--- src/rtl/binary_mul_pipe_if.sv ---
// binary_mul_pipe_if
// Groups the operand/result signals of the pipelined multiplier.
//   en        : clock enable, 0 freezes the whole pipeline
//   in_valid  : A, B and the mode bits carry a transaction this cycle
//   a_signed  : 1 = A is two's complement, 0 = unsigned
//   b_signed  : 1 = B is two's complement, 0 = unsigned
//   A, B      : WIDTH-bit operands
//   out_valid : P holds a new result this cycle
//   P         : 2*WIDTH-bit exact product
// master drives operands and reads results; slave is the multiplier side.
interface binary_mul_pipe_if #(
  parameter int WIDTH = 8
);
  logic                 en;
  logic                 in_valid;
  logic                 a_signed;
  logic                 b_signed;
  logic [WIDTH-1:0]     A;
  logic [WIDTH-1:0]     B;
  logic                 out_valid;
  logic [2*WIDTH-1:0]   P;

  modport master (
    output en, in_valid, a_signed, b_signed, A, B,
    input  out_valid, P
  );

  modport slave (
    input  en, in_valid, a_signed, b_signed, A, B,
    output out_valid, P
  );
endinterface

--- src/rtl/binary_mul_pipe.sv ---
// binary_mul_pipe
// Parametrised pipelined array multiplier with per-transaction signed/unsigned
// operand selection and an exact 2*WIDTH-bit product.
//   clk   : clock, all logic on the rising edge
//   rst   : synchronous active-high reset, priority over en
//   mulIf : slave side of binary_mul_pipe_if (en, in_valid, modes, A, B,
//           out_valid, P)
// Latency is NSTAGES enabled edges; one transaction per enabled cycle.
module binary_mul_pipe #(
  parameter int WIDTH          = 8,
  parameter int ROWS_PER_STAGE = 2
) (
  input  logic            clk,
  input  logic            rst,
  binary_mul_pipe_if.slave mulIf
);

  localparam int NSTAGES = (WIDTH + ROWS_PER_STAGE - 1) / ROWS_PER_STAGE;
  localparam int PW      = 2 * WIDTH;

  // Inputs seen by each stage: index 0 comes from the interface, index k>0
  // from the register bank of stage k-1.
  logic [PW-1:0]    stSum     [NSTAGES];
  logic [WIDTH:0]   stAExt    [NSTAGES];
  logic [WIDTH-1:0] stB       [NSTAGES];
  logic             stBSigned [NSTAGES];
  logic             stValid   [NSTAGES];

  logic [PW-1:0]    P_q;
  logic             outValid_q;

  // The A mode bit is consumed here: it only decides the extension bit, so
  // later stages carry the already-extended multiplicand instead.
  assign stSum[0]     = '0;
  assign stAExt[0]    = {mulIf.a_signed & mulIf.A[WIDTH-1], mulIf.A};
  assign stB[0]       = mulIf.B;
  assign stBSigned[0] = mulIf.b_signed;
  assign stValid[0]   = mulIf.in_valid;

  assign mulIf.P         = P_q;
  assign mulIf.out_valid = outValid_q;

  genvar k;
  for (k = 0; k < NSTAGES; k++) begin : g_stage
    localparam int LO = k * ROWS_PER_STAGE;
    localparam int HI = (LO + ROWS_PER_STAGE > WIDTH) ? WIDTH : LO + ROWS_PER_STAGE;

    logic [PW-1:0] sum_d;
    logic [PW-1:0] row;

    // Add this stage's partial-product rows into the running sum. Arithmetic
    // wraps modulo 2^PW, which is exact because every mode's product fits.
    // The MSB row of a signed B carries weight -2^(WIDTH-1), so it is
    // subtracted instead of added.
    always_comb begin
      sum_d = stSum[k];
      row   = '0;
      for (int j = LO; j < HI; j++) begin
        row = {{(WIDTH-1){stAExt[k][WIDTH]}}, stAExt[k]} << j;
        if (stB[k][j]) begin
          if ((j == WIDTH - 1) && stBSigned[k]) begin
            sum_d = sum_d - row;
          end else begin
            sum_d = sum_d + row;
          end
        end
      end
    end

    if (k < NSTAGES - 1) begin : g_reg
      logic [PW-1:0]    sum_q;
      logic [WIDTH:0]   aExt_q;
      logic [WIDTH-1:0] b_q;
      logic             bSigned_q;
      logic             valid_q;

      // Intermediate stage register; bubbles advance with valid_q=0.
      always_ff @(posedge clk) begin
        if (rst) begin
          sum_q     <= '0;
          aExt_q    <= '0;
          b_q       <= '0;
          bSigned_q <= 1'b0;
          valid_q   <= 1'b0;
        end else if (mulIf.en) begin
          sum_q     <= sum_d;
          aExt_q    <= stAExt[k];
          b_q       <= stB[k];
          bSigned_q <= stBSigned[k];
          valid_q   <= stValid[k];
        end
      end

      assign stSum[k+1]     = sum_q;
      assign stAExt[k+1]    = aExt_q;
      assign stB[k+1]       = b_q;
      assign stBSigned[k+1] = bSigned_q;
      assign stValid[k+1]   = valid_q;
    end else begin : g_out
      // Last stage writes the product; P keeps its old value for bubbles.
      always_ff @(posedge clk) begin
        if (rst) begin
          P_q        <= '0;
          outValid_q <= 1'b0;
        end else if (mulIf.en) begin
          outValid_q <= stValid[k];
          if (stValid[k]) begin
            P_q <= sum_d;
          end
        end
      end
    end
  end

endmodule

--- src/flat_wrapper.sv ---
// flat-port wrapper written by rule: the top's interface ports become plain ports
module binary_mul_pipe_flat 
#(
  parameter int WIDTH          = 8,
  parameter int ROWS_PER_STAGE = 2
)
  (clk, rst, mulIf_en, mulIf_in_valid, mulIf_a_signed, mulIf_b_signed, mulIf_A, mulIf_B, mulIf_out_valid, mulIf_P);
  binary_mul_pipe_if #(.WIDTH(WIDTH)) mulIf_i ();
  input  logic clk;
  input  logic rst;
  input wire logic [$bits(mulIf_i.en)-1:0] mulIf_en;
  input wire logic [$bits(mulIf_i.in_valid)-1:0] mulIf_in_valid;
  input wire logic [$bits(mulIf_i.a_signed)-1:0] mulIf_a_signed;
  input wire logic [$bits(mulIf_i.b_signed)-1:0] mulIf_b_signed;
  input wire logic [$bits(mulIf_i.A)-1:0] mulIf_A;
  input wire logic [$bits(mulIf_i.B)-1:0] mulIf_B;
  output wire logic [$bits(mulIf_i.out_valid)-1:0] mulIf_out_valid;
  output wire logic [$bits(mulIf_i.P)-1:0] mulIf_P;
  assign mulIf_i.en = mulIf_en;
  assign mulIf_i.in_valid = mulIf_in_valid;
  assign mulIf_i.a_signed = mulIf_a_signed;
  assign mulIf_i.b_signed = mulIf_b_signed;
  assign mulIf_i.A = mulIf_A;
  assign mulIf_i.B = mulIf_B;
  assign mulIf_out_valid = mulIf_i.out_valid;
  assign mulIf_P = mulIf_i.P;
  binary_mul_pipe #(.WIDTH(WIDTH), .ROWS_PER_STAGE(ROWS_PER_STAGE)) u_core (.clk(clk), .rst(rst), .mulIf(mulIf_i));
endmodule
--- config.mk ---
export PLATFORM = sky130hd
export DESIGN_NAME = binary_mul_pipe_flat
export DESIGN_NICKNAME = d
export VERILOG_FILES = /design/src/rtl/binary_mul_pipe_if.sv /design/src/rtl/binary_mul_pipe.sv /design/src/flat_wrapper.sv
export SDC_FILE = /design/constraint.sdc
export NUM_CORES = 1
export LEC_CHECK = 0
export ABC_CLOCK_PERIOD_IN_PS = 4400
export CELL_PAD_IN_SITES_DETAIL_PLACEMENT = 2
export CELL_PAD_IN_SITES_GLOBAL_PLACEMENT = 2
export CORE_UTILIZATION = 30
export CTS_CLUSTER_DIAMETER = 150
export DETAILED_ROUTE_END_ITERATION = 16
export GPL_TIMING_DRIVEN = 0
export PLACE_DENSITY = 0.68
export SKIP_CTS_REPAIR_TIMING = 1
export SYNTH_ARGS = -nofsm -noshare
export SYNTH_HDL_FRONTEND = slang
export SYNTH_SLANG_ARGS = --single-unit
--- constraint.sdc ---
create_clock -name clk -period 4.4 [get_ports clk]
set_clock_uncertainty 0.15 [all_clocks]
set_input_delay 0.88 -clock clk [delete_from_list [all_inputs] [get_ports clk]]
set_output_delay 0.88 -clock clk [all_outputs]
set_load 0.1 [all_outputs]
=== Yosys cells after proc, flatten, opt, wreduce, memory -nomap -nowiden ===
Cells that the tools add are included.

* Bits in registers: 122
* Latch bits: 0
* RAM bits: 0
* Bits in read-only memories: 0
* Bits of input ports: 22
* Output and inout port bits: 17
* Word-level logic and storage cells: 36
* Memories kept: 0

* Add/sub/neg operators: 8
* Multipliers: 0
* Div/mod/pow operators: 0
* $lt $le $gt $ge: 0
* Equality and inequality tests: 0
* Shift operators: 0
* Mux-type cells: 9
* Bitwise logic cells: 1
* Reductions and logical operators: 1

{| class="wikitable"
|+ Operators with widths
! kind !! number
|-
| $mux 16 || 9
|-
| $add 16x16->16 || 7
|-
| $sub 16x16->16 || 1
|-
| $reduce_and 2->1 || 1
|-
| $and 1x1->1 || 1
|}

=== Depth between registers and ports, before layout ===
* Word-level depth: 5
* Mapped depth: 19
* Gate-level depth less buffers: 18

=== Worst setup path after synthesis ===
No wires, ideal clock.

* Path type: flip-flop to flip-flop
* Start: register u_core.g_stage[1].g_reg.aExt_q[0]
* End: register u_core.g_stage[2].g_reg.sum_q[15]
* Setup time: 0.079 ns
* Data arrival time: 4.083 ns
* Required time: 4.171 ns
* Slack: 0.087 ns
* Stages on the path, launching flop included: 18
* Buffers on the path: 0
* Period minus slack after synthesis: 4.313 ns
* Path through: dfxtp_1 -> ha_1 -> fa_1 -> a21o_2 -> a21oi_1 -> o21bai_1 -> a21oi_1 -> xnor2_1 -> mux2_2 -> ha_1 -> and3_1 -> a221oi_2 -> a21oi_2 -> a31o_2 -> a2111oi_0 -> a311oi_2 -> xnor2_1 -> a211oi_2

* Cells in the longest elaborated chain, start to end: 4

{| class="wikitable"
|+ Ends and longest elaborated chain
! what !! RTL line !! text
|-
| from (decl) || binary_mul_pipe.sv:72 || <nowiki>logic [WIDTH:0] aExt_q;</nowiki>
|-
| from (signal assigned) || binary_mul_pipe.sv:87 || <nowiki>aExt_q <= stAExt[k];</nowiki>
|-
| $add 16x16->16 || binary_mul_pipe.sv:64 || <nowiki>sum_d = sum_d + row;</nowiki>
|-
| $mux 16 || binary_mul_pipe.sv:60 || <nowiki>if (stB[k][j]) begin</nowiki>
|-
| $add 16x16->16 || binary_mul_pipe.sv:64 ||
|-
| $mux 16 * || binary_mul_pipe.sv:60 ||
|-
| to (signal assigned) || binary_mul_pipe.sv:86 || <nowiki>sum_q <= sum_d;</nowiki>
|-
| to (decl) || binary_mul_pipe.sv:71 || <nowiki>logic [PW-1:0] sum_q;</nowiki>
|}

Every way passes the cells marked *; elsewhere a longest branch is shown, timed or not.
A chain may end at the register's enable or synchronous reset.

=== Final worst setup path ===
Same ends and word-level chain as after synthesis.

==> flow_metrics.py <==
metrics = {
    "status": {
        "status": "complete, but fails checks",
        "violations": "setup timing",
    },
    "yosys": {
        "synth_warnings": 0,
        "avgSynthCellArea_um2": 8.29,
        "postSynth.asyncResetShare_pct": 0,
        "synthDistinctLibCells": 64,
        "synthesis.nets": 1066,
        "synth_edf_count": 0,
        "synth_seq_cells": 110,
        "synthTopCellsByArea": "dfxtp_1 28%, ha_1 12%, mux2i_1 8.2%",
        "synth_top_area_share_pct": 27.6,
        "syn_area_mm2": 0.00797,
        "yosysTopAreaCell": "dfxtp_1",
        "dominantRegCellSynth": "dfxtp_1",
        "syn_inst": 962,
        "synth_seq_area_share_pct": 27.6,
    },
    "drt": {
        "drt_pass1_iterations": 4,
        "ant_nets": 0,
        "vias": 7337,
        "wirelength_mm": 27.4,
        "route.detailed.wl_per_inst_um": 20.2,
        "viasPerCell": 5.41,
        "drtIter0Drc": 258,
        "route.detailed.drc": 0,
    },
    "setup_path": {
        "worst_path_max_delay_cell": "dfxtp_2",
        "critPathKind": "flop to flop",
        "worst_setup_path_start_kind": "flop",
        "r2r-start": "u_core.g_stage[1].g_reg.aExt_q[0]",
        "critPathLaunch": "u_core.g_stage[1].g_reg.aExt_q[0]",
        "worst-path-buf-inv": 0,
        "cp-end-kind": "flop",
        "path_cells": "ha_2 -> fa_2 -> a21o_2 -> a21oi_4 -> o21bai_1 -> a21oi_2 -> xnor2_1 -> mux2_2 -> ha_4 -> and3_1 -> a221oi_4 -> a21oi_4 -> a31o_2 -> a2111oi_4 -> a311oi_2 -> xnor2_1 -> a211oi_2",
        "cp_top_family": "compound AO/OA/AOI/OAI gates",
        "cp.required_ns": 4.47,
        "slowest_delay_ns": 0.37,
        "cp_max_fo": 4,
        "arrival_ns": 4.48,
    },
    "global_routing": {
        "busiest_layer": "met2",
        "antenna_found_initial": 0,
        "gr-usage-met2_pct": 36.0,
        "grt_pass1_wl_mm": 42.9,
        "grt_usage_pct": 20.6,
        "grt_overflow": 0,
        "grt_max_degree": 24,
        "grt_use_met1_pct": 27.6,
        "use_met3_pct": 2.03,
        "grt_pass1_vias": 7731,
    },
    "floorplanning": {
        "rows": 59,
        "start_util_pct": 30.6,
        "core_area_mm2": 0.0261,
        "die_w_um": 165,
        "dieArea_mm2": 0.0272,
        "num_io_pins": 39,
        "die_y_um": 165,
    },
    "cells_and_area": {
        "design_area_mm2": 0.00929,
        "diodes": 0,
        "nets": 1119,
        "fin_util_pct": 35.6,
        "area_growth_syn_to_layout_pct": 16.5,
        "layout_common_cells": "132 x nor2_1, 104 x dfxtp_1, 70 x ha_1, 65 x mux2i_1, 62 x nand2_1",
        "final_common_cell": "nor2_1",
        "instances_no_fill": 1355,
        "final_layout_size_suffix_gt1_share_pct": 8.63,
        "nFillCells": 2987,
    },
    "timing": {
        "setup_ws_ns": -0.0152,
        "period_share_pct": 100,
        "worst-slew-pin-transition_ns": 1.10,
        "setup_viol": 1,
        "hold_ws_ns": 0.309,
        "max_freq_mhz": 226,
        "hold_viol": 0,
        "rsz0062_at_grt": "yes",
        "relSlewSlack_pct": 26.9,
        "slew_violations": 0,
        "tns_ns": -0.0152,
        "finalCriticalPeriod_ns": 4.42,
    },
    "place": {
        "dp_hpwl_mm": 21.3,
        "placed_cells": 1334,
        "dp_worst_setup_slack_ns": -0.559,
        "gp_congestion": 0.812,
        "port_buffers": 37,
        "postPlaceCellArea_mm2": 0.00876,
    },
    "pwr": {
        "peakVddDrop_mv": 0.172,
        "seq_power_share_pct": 41.9,
        "p_comb_share_pct": 24.2,
        "p_switching_mw": 0.884,
        "power.leakage_nw": 3.74,
        "p_per_area_mw_per_mm2": 280,
        "p_sw_share_pct": 34.0,
        "totalPowerFinal_mw": 2.60,
        "power.internal_mw": 1.72,
        "power.clock.fraction_pct": 33.9,
    },
    "clock_tree": {
        "cts_sinks": 110,
        "worstSkewPairLatency_ns": 0.37,
        "clockBufferDepth": 2,
        "root_buffer": "clkbuf_16",
        "cts_max_level": 3,
        "cts_tree": "built",
        "clk_pin_slew_worst_paths_ns": 0.09,
        "cts_made_buffers": 9,
    },
    "job": {
        "maxCapViolations": 0,
    },
    "hold_path": {
        "worstHoldStart": "u_core.g_stage[2].g_reg.sum_q[1]",
        "min_path_type": "flop to flop",
    },
}
## power by group through the flow
stage | clock [mW] | combinational, mW | sequential, mW
final | 0.880 | 0.630 | 1.09
after global routing | 0.933 | 0.699 | 1.09
after CTS | 0.900 | 0.612 | 1.09
after detailed placement | 0 | 0.607 | 1.11
after global placement | 0 | 0.588 | 1.11
after floorplan | 0 | 0.432 | 1.10
## cell type report
class	count	area [um^2]	area share (%)
plain buffers	46	178	1.91
clock buffers	9	225	2.42
clock inverters	7	88.8	0.956
inverters	35	131	1.41
multi-input cells	770	5620	60.5
flip-flops and latches	110	2210	23.8
well taps	335	419	4.51
repair buffers	43	415	4.47
## cells in the mapped netlist, types with 3 or more instances
| master | count |
|---|---|
| nand3b_1 | 5 |
| o2bb2ai_1 | 3 |
| nor3_1 | 45 |
| a21o_1 | 17 |
| xor2_1 | 5 |
| o31ai_1 | 3 |
| nor3b_1 | 4 |
| fa_1 | 7 |
| nand3_1 | 15 |
| mux2_2 | 20 |
| o211ai_1 | 7 |
| o21bai_1 | 9 |
| nor2_1 | 132 |
| o21a_1 | 13 |
| inv_1 | 32 |
| a211oi_1 | 39 |
| a311oi_1 | 10 |
| o21ai_0 | 39 |
| nor2b_1 | 13 |
| and2_1 | 8 |
| a21oi_1 | 54 |
| buf_1 | 12 |
| nand2_1 | 62 |
| mux2i_1 | 65 |
| and3_1 | 8 |
| a31oi_1 | 8 |
| nand4_1 | 3 |
| ha_1 | 75 |
| o21ai_1 | 4 |
| nand2b_1 | 3 |
| or2_2 | 3 |
| xnor2_1 | 43 |
| a2111oi_0 | 6 |
| clkbuf_1 | 35 |
| or3_1 | 6 |
| a41oi_1 | 3 |
| a211o_1 | 4 |
| dfxtp_1 | 110 |
## tightest hold or removal path: stages (launching register included)
cell and delay [ns]:
dfxtp_1 0.32, nand2_1 0.05, a21oi_1 0.05
## metal layers
layer	wire [um]	share of wire, %
met1	13500	49
met2	13200	48
met3	379	1.4
met4	225	0.82
met5	0	0
## registers in the layout, indices dropped and copies added, names as in the netlist
register	flops
u_core.mulIf.out_valid	1
u_core.g_stage.g_reg.b_q	12
u_core.g_stage.g_reg.bSigned_q	3
u_core.mulIf.P	16
u_core.g_stage.g_reg.aExt_q	27
u_core.g_stage.g_reg.sum_q	48
u_core.g_stage.g_reg.valid_q	3
## worst paths after layout
kind	to	slack (ns)	depth (start not counted)
worst max-delay path	u_core.g_stage[2].g_reg.sum_q[15]	-0.02	17
worst min-delay path	u_core.mulIf.P[1]	0.31	2
worst max register to register	u_core.g_stage[2].g_reg.sum_q[15]	-0.02	17
worst min register to register	u_core.mulIf.P[1]	0.31	2
## kinds of logic (layout without fill, tap and decap cells)
logic type / count (synthesis) / after routing / synth area share [%]
AOI/OAI and AO/OA: 242 / 242 / 20.9
and+or+nand+nor: 313 / 313 / 17.8
xor gates and xnor gates: 48 / 48 / 5.27
muxes: 85 / 85 / 11.0
adders and majority gates: 82 / 82 / 13.5
DFF: 110 / 110 / 27.6
buffers and inverters: 82 / 140 / 3.86
Note: power is estimated with default switching activity, not from simulation.
